### src/rtl/decimal_to_ieee754.sv
// Converts a signed 32-bit integer to IEEE-754 binary32 with round-to-nearest-even.
// Latency: 1 cycle, registered output, one conversion per cycle.
// Backpressure: none; every in_valid produces exactly one out_valid pulse.
module decimal_to_ieee754 (
    input  logic        clk,
    input  logic        rst,
    input  logic        in_valid,
    input  logic [31:0] decimal,
    output logic        out_valid,
    output logic [31:0] ieee754
);

    logic        sign;
    logic [31:0] mag;
    logic [4:0]  p;
    logic [31:0] norm;
    logic [22:0] frac_trunc;
    logic        lsb;
    logic        guard;
    logic        sticky;
    logic        round_up;
    logic [23:0] frac_rnd;
    logic [7:0]  exp_base;
    logic [7:0]  exp_final;
    logic [22:0] frac_final;
    logic [31:0] result;

    assign sign = decimal[31];
    // Negating -2^31 wraps back to 32'h80000000, which is the correct magnitude.
    assign mag  = sign ? (~decimal + 32'd1) : decimal;

    always_comb begin
        p = 5'd0;
        for (int i = 0; i < 32; i++) begin
            if (mag[i]) begin
                p = i[4:0];
            end
        end
    end

    // Leading one moved to bit 31; for small values the dropped bits are all zero.
    assign norm       = mag << (5'd31 - p);
    assign frac_trunc = norm[30:8];
    assign lsb        = norm[8];
    assign guard      = norm[7];
    assign sticky     = |norm[6:0];
    assign round_up   = guard & (sticky | lsb);
    assign frac_rnd   = {1'b0, frac_trunc} + {23'd0, round_up};
    assign exp_base   = 8'd127 + {3'd0, p};

    always_comb begin
        exp_final  = exp_base;
        frac_final = frac_rnd[22:0];
        if (frac_rnd[23]) begin
            exp_final  = exp_base + 8'd1;
            frac_final = 23'd0;
        end
    end

    assign result = (mag == 32'd0) ? 32'h0000_0000 : {sign, exp_final, frac_final};

    always_ff @(posedge clk or posedge rst) begin
        if (rst) begin
            out_valid <= 1'b0;
            ieee754   <= 32'h0000_0000;
        end else begin
            out_valid <= in_valid;
            if (in_valid) begin
                ieee754 <= result;
            end
        end
    end

endmodule

### config.mk
export PLATFORM = sky130hd
export DESIGN_NAME = decimal_to_ieee754
export DESIGN_NICKNAME = d
export VERILOG_FILES = /design/src/rtl/decimal_to_ieee754.sv
export SDC_FILE = /design/constraint.sdc
export NUM_CORES = 1
export LEC_CHECK = 0
export CORE_MARGIN = 2
export CORE_UTILIZATION = 31
export DETAILED_ROUTE_END_ITERATION = 12
export HOLD_SLACK_MARGIN = 0.05
export SETUP_SLACK_MARGIN = 0.3
export SYNTH_ARGS = -nofsm -noshare
export SYNTH_HDL_FRONTEND = slang
export SYNTH_SLANG_ARGS = --single-unit
### constraint.sdc
create_clock -name clk -period 1.3 [get_ports clk]
set_clock_uncertainty 0.15 [all_clocks]
set_input_delay 0.325 -clock clk [delete_from_list [all_inputs] [get_ports clk]]
set_output_delay 0.325 -clock clk [all_outputs]
set_load 0.02 [all_outputs]
==> results.txt, run 1 <==
----------------------------------------------------
[Logic synthesis]
  Area share of the largest cell type after synthesis ... 11.9%
  Flip-flop cell with the highest count after synthesis ... sky130_fd_sc_hd__dfrtp_1
  Top-count cell post-synth ... sky130_fd_sc_hd__nor2_1
  Number of synthesized flops with an enable pin ... 0
  Total of flip-flops plus latches after synthesis ... 33
  Warning count from the yosys run ... 0
  Syn Area/Cell ... 7.30 sq um
  Number of library cell types mapped by synthesis ... 105
  Share of synthesized area occupied by flip-flops and latches ... 11.9%
  Count of mapped cells out of synthesis ... 952
  Net count after synthesis ... 991
  Cell Area, Synth ... 6950 sq um
  Most area-hungry cell type in the Yosys netlist ... sky130_fd_sc_hd__dfrtp_1
  Most area-consuming cells after synthesis ... sky130_fd_sc_hd__dfrtp_1 (12%), sky130_fd_sc_hd__a211oi_1 (5.0%), sky130_fd_sc_hd__nor2_1 (4.5%), sky130_fd_sc_hd__xnor2_1 (4.3%), sky130_fd_sc_hd__a21oi_1 (3.9%)
  Most used standard cells in the synthesized netlist ... sky130_fd_sc_hd__nor2_1 (83), sky130_fd_sc_hd__nand2_1 (68), sky130_fd_sc_hd__a21oi_1 (54)
  Proportion of synthesized flip-flops having asynchronous set or reset ... 100%

[Pwr]
  Pwr per Cell Area ... 745 nW/um^2
  Net Sw Frac ... 43.2%
  Max rail drop VDD ... 0.000590 V
  Int Pwr ... 0.00592 W
  Clk network pwr share ... 11.2%
  Net switching power figure ... 0.00450 W
  Sequential fraction of design power ... 13.2%
  Static Leak ... 6.00 nW
  Combinational Power Share ... 75.6%
  Final Total Pwr ... 0.0104 W

[Clock network]
  Buffers from clock root to sink, at most ... 2
  Number of buffers inserted during clock tree synthesis ... 5
  Clock insertion delay at the later pin of the skew report ... 0.28 ns
  CTS H-tree lvls ... 2
  Clock Pin Slew Worst Setup and Hold Paths ... 0.06 ns
  Number of clock sinks seen by CTS ... 33
  CTS tree ... built
  CTS Root Cell ... sky130_fd_sc_hd__clkbuf_16
  CTS hold repair buffers ... 0

[STA]
  Final worst-path setup slack ... -4.02 ns
  Max Transition Viols Final ... 0
  Final period utilization ... 409%
  Total count of hold-check failures in the final report ... 0
  Final count of negative-setup-slack endpoints ... 35
  Setup repair after global routing missed its margin ... yes
  Slew at the pin with the worst max-slew slack ... 0.848 ns
  Headroom to the max-slew limit ... 43.0%
  Post-route minimum period ... 5.32 ns
  Achievable frequency ... 188 MHz

[Finish]
  Ant diodes ... 0
  Total area of multi-input combinational cells ... 7030 sq um
  Fill cell instance count of the final layout ... 1,761
  Fraction of layout cells with a size suffix above 1 ... 59.0%
  Area used by sequential logic in the layout ... 826 sq um
  Total number of nets in the final design ... 1,564
  Cell Count, Final, Fillers Out ... 1,806
  Post-route standard cell area excluding fillers ... 14,000 sq um
  Synthesis-to-finish area growth ... 101%

[Setup path]
  Arrival time of data at the critical path endpoint ... 5.36 ns
  Nature of the critical path startpoint ... primary input
  Reg-to-reg critical path startpoint ... ieee754[28]$_DFFE_PP0P_
  Crit path capture type ... flip-flop
  Start point of the critical path ... decimal[19]
  Data required time of the critical path ... 1.34 ns
  Biggest fanout along the worst timing path ... 4
  Worst Path Class, Setup ... primary input to flip-flop

[Die]
  Placeable core region ... 21,900 sq um
  Die Span Y ... 154 um
  Cell row count ... 54
  Initial core utilization ... 31.7%
  Die Wd ... 154 um
  Number of top-level design ports ... 68
  Die outline area ... 23,600 sq um

[Drt]
  Routed len/inst ... 21.0 um
  Pre-Repair DR Iteration Count ... 6
  Count of unresolved DRC violations after routing ... 0
  Vias per Instance ... 6.07
  Total Routed Length ... 38,000 um
  Total number of vias ... 11,000
  Count of routing violations after the opening detailed-route iteration ... 1,235
  Post-route antenna net violation count ... 0

[Job]
  Max_cap viols ... 0

[Placed design]
  Placed wire-length estimate ... 26,700 um
  Total instance count after detailed placement ... 1,625
  Placed cell areas ... 10,900 sq um
  Final estimated routing congestion in global placement ... 1.03
  Worst setup timing slack at the placement stage ... -4.68 ns
  IO buf count ... 67

[Min path]
  Hold crit path type ... primary input to async pin

[Global routing]
  Number of antenna violations at the first check in global routing ... 0
  Largest net degree at the start of global routing ... 34
  Gr usage total ... 29.2%
  Total congestion overflow ... 0
  First-pass GRT wire length ... 56,000 um
  Via count of the first global-routing pass ... 10,400

[Status]
  Violated checks ... setup timing
  Status ... finished, violations left

----------------------------------------------------
-- through the flow --
stage               TNS, ns  utilization, %  hold slack (ns)
floorplan           -122.81               -            0.110
global placement    -144.83            49.7            0.323
detailed placement  -145.36            49.7            0.324
CTS                 -115.57            58.9            0.282
global route        -126.40            64.0            0.310
finish              -121.11            64.0            0.273
-- placed cells by master (no fill, tap or decap), drive strengths merged, types with 8 or more instances in the layout --
cell type / Yosys / layout
o22ai: 15 / 15
mux2i: 17 / 17
o21ai: 52 / 52
nor3: 36 / 36
and2: 10 / 10
a22o: 11 / 11
a21oi: 57 / 57
o211ai: 9 / 9
o2bb2ai: 15 / 15
a211oi: 47 / 47
or3: 14 / 14
o32ai: 11 / 11
nand2b: 11 / 11
nand2: 68 / 68
a22oi: 8 / 8
nand3: 29 / 29
nor4: 25 / 25
a221oi: 10 / 10
dfrtp: 33 / 33
a32o: 9 / 9
clkbuf: 51 / 9
xnor2: 34 / 34
buf: 39 / 641
o31ai: 11 / 11
or4: 17 / 17
xor2: 19 / 19
a31oi: 10 / 10
nor2: 85 / 85
a21o: 14 / 14
and3: 8 / 8
inv: 22 / 21
nand4: 22 / 22
-- flip-flops by register name, summed over array words and instances (netlist names) --
signal     flops
ieee754       32
out_valid      1
-- repair_timing --
item / 4_1_cts / 5_1_grt
setup endpoints to repair: 66 / 65
pin swaps: 112 / 74
resized for setup: 511 / 126
gates cloned: 1 / 1
setup buffers: 104 / 67
-- path summary, 6_finish.rpt --
kind / to / slack (ns) / cells past startpoint
setup reg to reg: ieee754[28]$_DFFE_PP0P_ / 0.05 / 3
max in group asynchronous: ieee754[10]$_DFFE_PP0P_ / 0.56 / 3
min in group clk: ieee754[16]$_DFFE_PP0P_ / 0.35 / 1
hold / removal: ieee754[1]$_DFFE_PP0P_ / 0.27 / 3
setup / recovery: ieee754[21]$_DFFE_PP0P_ / -4.02 / 21
hold reg to reg: ieee754[16]$_DFFE_PP0P_ / 0.35 / 1
-- final cells by class --
cell class / count / share of cell area, %
inverter: 23 / 0.715
multi-input combinational: 806 / 50.2
tap: 280 / 2.50
clock inverter: 3 / 0.125
sequential: 33 / 5.90
clock buffer: 5 / 0.894
timing repair buffer: 656 / 39.7
-- per-layer routing --
layer | part of all wire, % | wire length [um] | vias up | global-route usage, %
li1 | - | - | 4903 | -
met2 | 46 | 17500 | 604 | 48.0
met3 | 9.1 | 3440 | 156 | 5.64
met4 | 3.9 | 1470 | 0 | 7.69
met1 | 41 | 15500 | 5307 | 39.2
met5 | 0 | 0 | - | 0
-- worst max-delay path: stages --
cell	delay (ns)
sky130_fd_sc_hd__buf_6	0.09
sky130_fd_sc_hd__or4_4	0.55
sky130_fd_sc_hd__buf_6	0.14
sky130_fd_sc_hd__or4_4	0.50
sky130_fd_sc_hd__o2111ai_2	0.21
sky130_fd_sc_hd__o31a_2	0.23
sky130_fd_sc_hd__buf_6	0.11
sky130_fd_sc_hd__a22oi_2	0.08
sky130_fd_sc_hd__buf_4	0.14
sky130_fd_sc_hd__buf_6	0.11
sky130_fd_sc_hd__and2_4	0.16
sky130_fd_sc_hd__a221o_1	0.36
sky130_fd_sc_hd__or2_4	0.28
sky130_fd_sc_hd__mux4_2	0.57
sky130_fd_sc_hd__nor3_4	0.19
sky130_fd_sc_hd__nor3_4	0.09
sky130_fd_sc_hd__nor4_4	0.23
sky130_fd_sc_hd__buf_4	0.21
sky130_fd_sc_hd__nand3_4	0.10
sky130_fd_sc_hd__o41a_1	0.41
sky130_fd_sc_hd__o32ai_2	0.26
-- logic make-up after synthesis --
group	count (synthesis)	synth area share (%)
AOI/OAI and AO/OA	369	40.8
adders and majority gates	4	0.720
and+or+nand+nor	356	28.4
xor gates and xnor gates	53	6.68
DFF	33	11.9
buffers and inverters	113	7.80
muxes	24	3.74
-- power groups by stage --
stage,Combinational (W),Clock (W),Sequential (W)
floorplan,0.00268,0,0.00157
global placement,0.00587,0,0.00134
detailed placement,0.00588,0,0.00134
CTS,0.00698,0.00119,0.00137
global route,0.00823,0.00125,0.00140
finish,0.00788,0.00117,0.00138
(Power assumes the default switching activity.)
==> run 2, diff against run 1 <==
CORE_MARGIN = 5   (was 2)
CTS_BUF_LIST = sky130_fd_sc_hd__clkbuf_8   (was default)
HOLD_SLACK_MARGIN = default   (was 0.05)
==> run 2 against run 1 <==
  * The flow still finishes with violations (setup timing)
  * Sequential share of layout area is 0.34 points higher
  * Fmax about the same
  * Non-clock buffer count decreased by 73
  * Clock power decreased by 34%
==> results.txt, run 2 (synthesis results as in run 1) <==
----------------------------------------------------
[Status]
  Status ... finished, violations left
  Violated checks ... setup timing

[Finish]
  Flip-flop count of the largest register after layout ... 32
  Leading cell types in the layout, fill and taps excluded ... sky130_fd_sc_hd__buf_4 (448), sky130_fd_sc_hd__buf_6 (90), sky130_fd_sc_hd__nor2_1 (67)
  Fill cell instance count of the final layout ... 1,845
  Fraction of layout cells with a size suffix above 1 ... 55.8%
  Biggest regs ... ieee754 x32, out_valid x1
  Synthesis-to-finish area growth ... 90.5%
  Most common library cell in the layout ignoring fill and taps ... sky130_fd_sc_hd__buf_4
  Total number of nets in the final design ... 1,491
  Top register by number of flip-flops ... ieee754
  Util after Layout ... 60.3%
  Ant diodes ... 0

[Clock network]
  Clock Pin Slew Worst Setup and Hold Paths ... 0.07 ns
  CTS tree ... built
  Buffers from clock root to sink, at most ... 2
  Clock insertion delay at the later pin of the skew report ... 0.30 ns
  CTS Root Cell ... sky130_fd_sc_hd__clkbuf_8
  Number of buffers inserted during clock tree synthesis ... 5
  Number of clock sinks seen by CTS ... 33
  CTS H-tree lvls ... 2

[Die]
  Die Span Y ... 160 um
  Initial core utilization ... 31.6%
  Die Wd ... 160 um
  Cell row count ... 54
  Number of top-level design ports ... 68
  Placeable core region ... 22,000 sq um
  Die outline area ... 25,500 sq um

[STA]
  Post-route minimum period ... 5.32 ns
  Final count of negative-setup-slack endpoints ... 55
  Final period utilization ... 409%
  Max Transition Viols Final ... 0
  Headroom to the max-slew limit ... 60.7%
  Setup repair after global routing missed its margin ... yes
  Slew at the pin with the worst max-slew slack ... 0.585 ns
  Total count of hold-check failures in the final report ... 0
  Final worst-path setup slack ... -4.02 ns
  Achievable frequency ... 188 MHz

[Setup path]
  Biggest fanout along the worst timing path ... 7
  Crit path capture type ... flip-flop
  Start point of the critical path ... decimal[6]
  Most common cell type on the critical path ... sky130_fd_sc_hd__or4_4
  Arrival time of data at the critical path endpoint ... 5.38 ns
  Worst Path Class, Setup ... primary input to flip-flop
  Worst reg-to-reg path cell count ... 3
  Cell family with most CP delay ... simple AND/OR/NAND/NOR gates
  Reg2reg setup slack ... 0.06 ns
  Data required time of the critical path ... 1.36 ns
  Nature of the critical path startpoint ... primary input
  Cell-by-cell trace of the critical path ... buf_6, or4_4, buf_8, or4_4, o2111ai_4, o31a_4, a22oi_2, a31o_4, a21oi_4, inv_4, buf_12, buf_12, a211o_1, a21boi_2, buf_4, a211oi_2, a2111o_1, nand4b_4, or4_4, buf_6, or4_4, o211ai_1
  Critical Path End ... ieee754[22]$_DFFE_PP0P_
  Slowest cell delay on critical path ... 0.58 ns
  Buffers & Inverters on Critical Path ... 7
  Reg-to-reg critical path startpoint ... ieee754[28]$_DFFE_PP0P_
  Crit. path cell count ... 22
  Critical-path cell with the highest stage delay ... sky130_fd_sc_hd__or4_4
  Capture point of the worst reg-to-reg path ... ieee754[28]$_DFFE_PP0P_

[Global routing]
  Via count of the first global-routing pass ... 9,901
  Largest net degree at the start of global routing ... 29
  Number of antenna violations at the first check in global routing ... 0
  First-pass GRT wire length ... 53,700 um
  Gr usage total ... 25.6%
  Total congestion overflow ... 0

[Drt]
  Total Routed Length ... 36,200 um
  Vias per Instance ... 6.03
  Routed len/inst ... 20.9 um
  Count of unresolved DRC violations after routing ... 0
  Total number of vias ... 10,400
  Count of routing violations after the opening detailed-route iteration ... 1,214
  Post-route antenna net violation count ... 0
  Pre-Repair DR Iteration Count ... 6

[Min path]
  Hold crit path type ... primary input to async pin

[Placed design]
  IO buf count ... 67
  Placed wire-length estimate ... 26,900 um
  Final estimated routing congestion in global placement ... 1.02
  Worst setup timing slack at the placement stage ... -4.71 ns

[Pwr]
  Static Leak ... 5.58 nW
  Pwr per Cell Area ... 726 nW/um^2
  Max rail drop VDD ... 0.000426 V

[Job]
  Max_cap viols ... 0

----------------------------------------------------
-- run 2: cell count changes in the layout (fill, tap and decap cells not counted), sizes merged --
| cell | change |
|---|---|
| buf | -81 |
| clkdlybuf4s15 | +6 |
| clkbuf | +1 |
| clkinvlp | -1 |
| dlygate4sd2 | +1 |
| inv | +1 |
-- run 2: where the power goes --
part	total (W)	switching [W]	internal, W	leakage, nW
logic	0.00746	0.00372	0.00374	5.14
registers	0.00138	0.000161	0.00122	0.395
clock network	0.000774	0.000411	0.000363	0.0491
-- run 2: worst min-delay path by stage --
stage	from	end	slack, ns	cells past startpoint
floorplan	rst	ieee754[0]$_DFFE_PP0P_	0.11	1
global placement	ieee754[2]$_DFFE_PP0P_	ieee754[2]$_DFFE_PP0P_	0.32	1
detailed placement	ieee754[7]$_DFFE_PP0P_	ieee754[7]$_DFFE_PP0P_	0.32	1
CTS	rst	out_valid$_DFF_PP0_	0.13	2
global route	rst	out_valid$_DFF_PP0_	0.15	2
finish	rst	ieee754[22]$_DFFE_PP0P_	0.15	2
-- run 2: what timing repair did --
| action | 4_1_cts | 5_1_grt |
|---|---|---|
| pin swaps | 75 | 56 |
| hold endpoints to repair | 0 | 0 |
| cloned | 1 | 3 |
| hold buffers | 0 | 0 |
| setup endpoints to repair | 66 | 65 |
| setup buffers | 63 | 35 |
| resized for setup | 428 | 149 |
-- run 2: metrics by stage --
stage          instances  hold WS [ns]  setup TNS [ns]  area [sq um]  power, W
2_1_floorplan        952         0.110         -122.81          7170   0.00425
3_3_place_gp        1623         0.323         -145.19         10800   0.00716
3_5_place_dp        1623         0.323         -146.29         10800   0.00717
4_1_cts             1695         0.134         -117.36         12200   0.00870
5_1_grt             1733         0.151         -125.19         13200    0.0100
6_report            1733         0.150         -119.63         13200   0.00961
-- run 2: cell type report --
cell class                      count  area (sq um)  share of cell area (%)
Sequential cell                    33           826                    6.24
Timing Repair Buffer              583          4930                    37.2
Multi-Input combinational cell    806          6950                    52.5
Tap cell                          280           350                    2.65
Clock inverter                      3          13.8                   0.104
Clock buffer                        5          68.8                   0.520
Inverter                           23          97.6                   0.737
-- run 2: per-layer routing --
layer	vias up	global-route usage [%]	part of all wire [%]
met5	-	0	0
met4	0	7.97	3.5
met3	116	5.70	8.7
met2	515	40.8	46
met1	5050	34.7	42
li1	4767	-	-
-- run 2: worst register-to-register path, cell delays in order, from the launching register on --
cell and delay, ns:
sky130_fd_sc_hd__dfrtp_1 0.39, sky130_fd_sc_hd__buf_4 0.13, sky130_fd_sc_hd__buf_4 0.12, sky130_fd_sc_hd__a221o_1 0.34
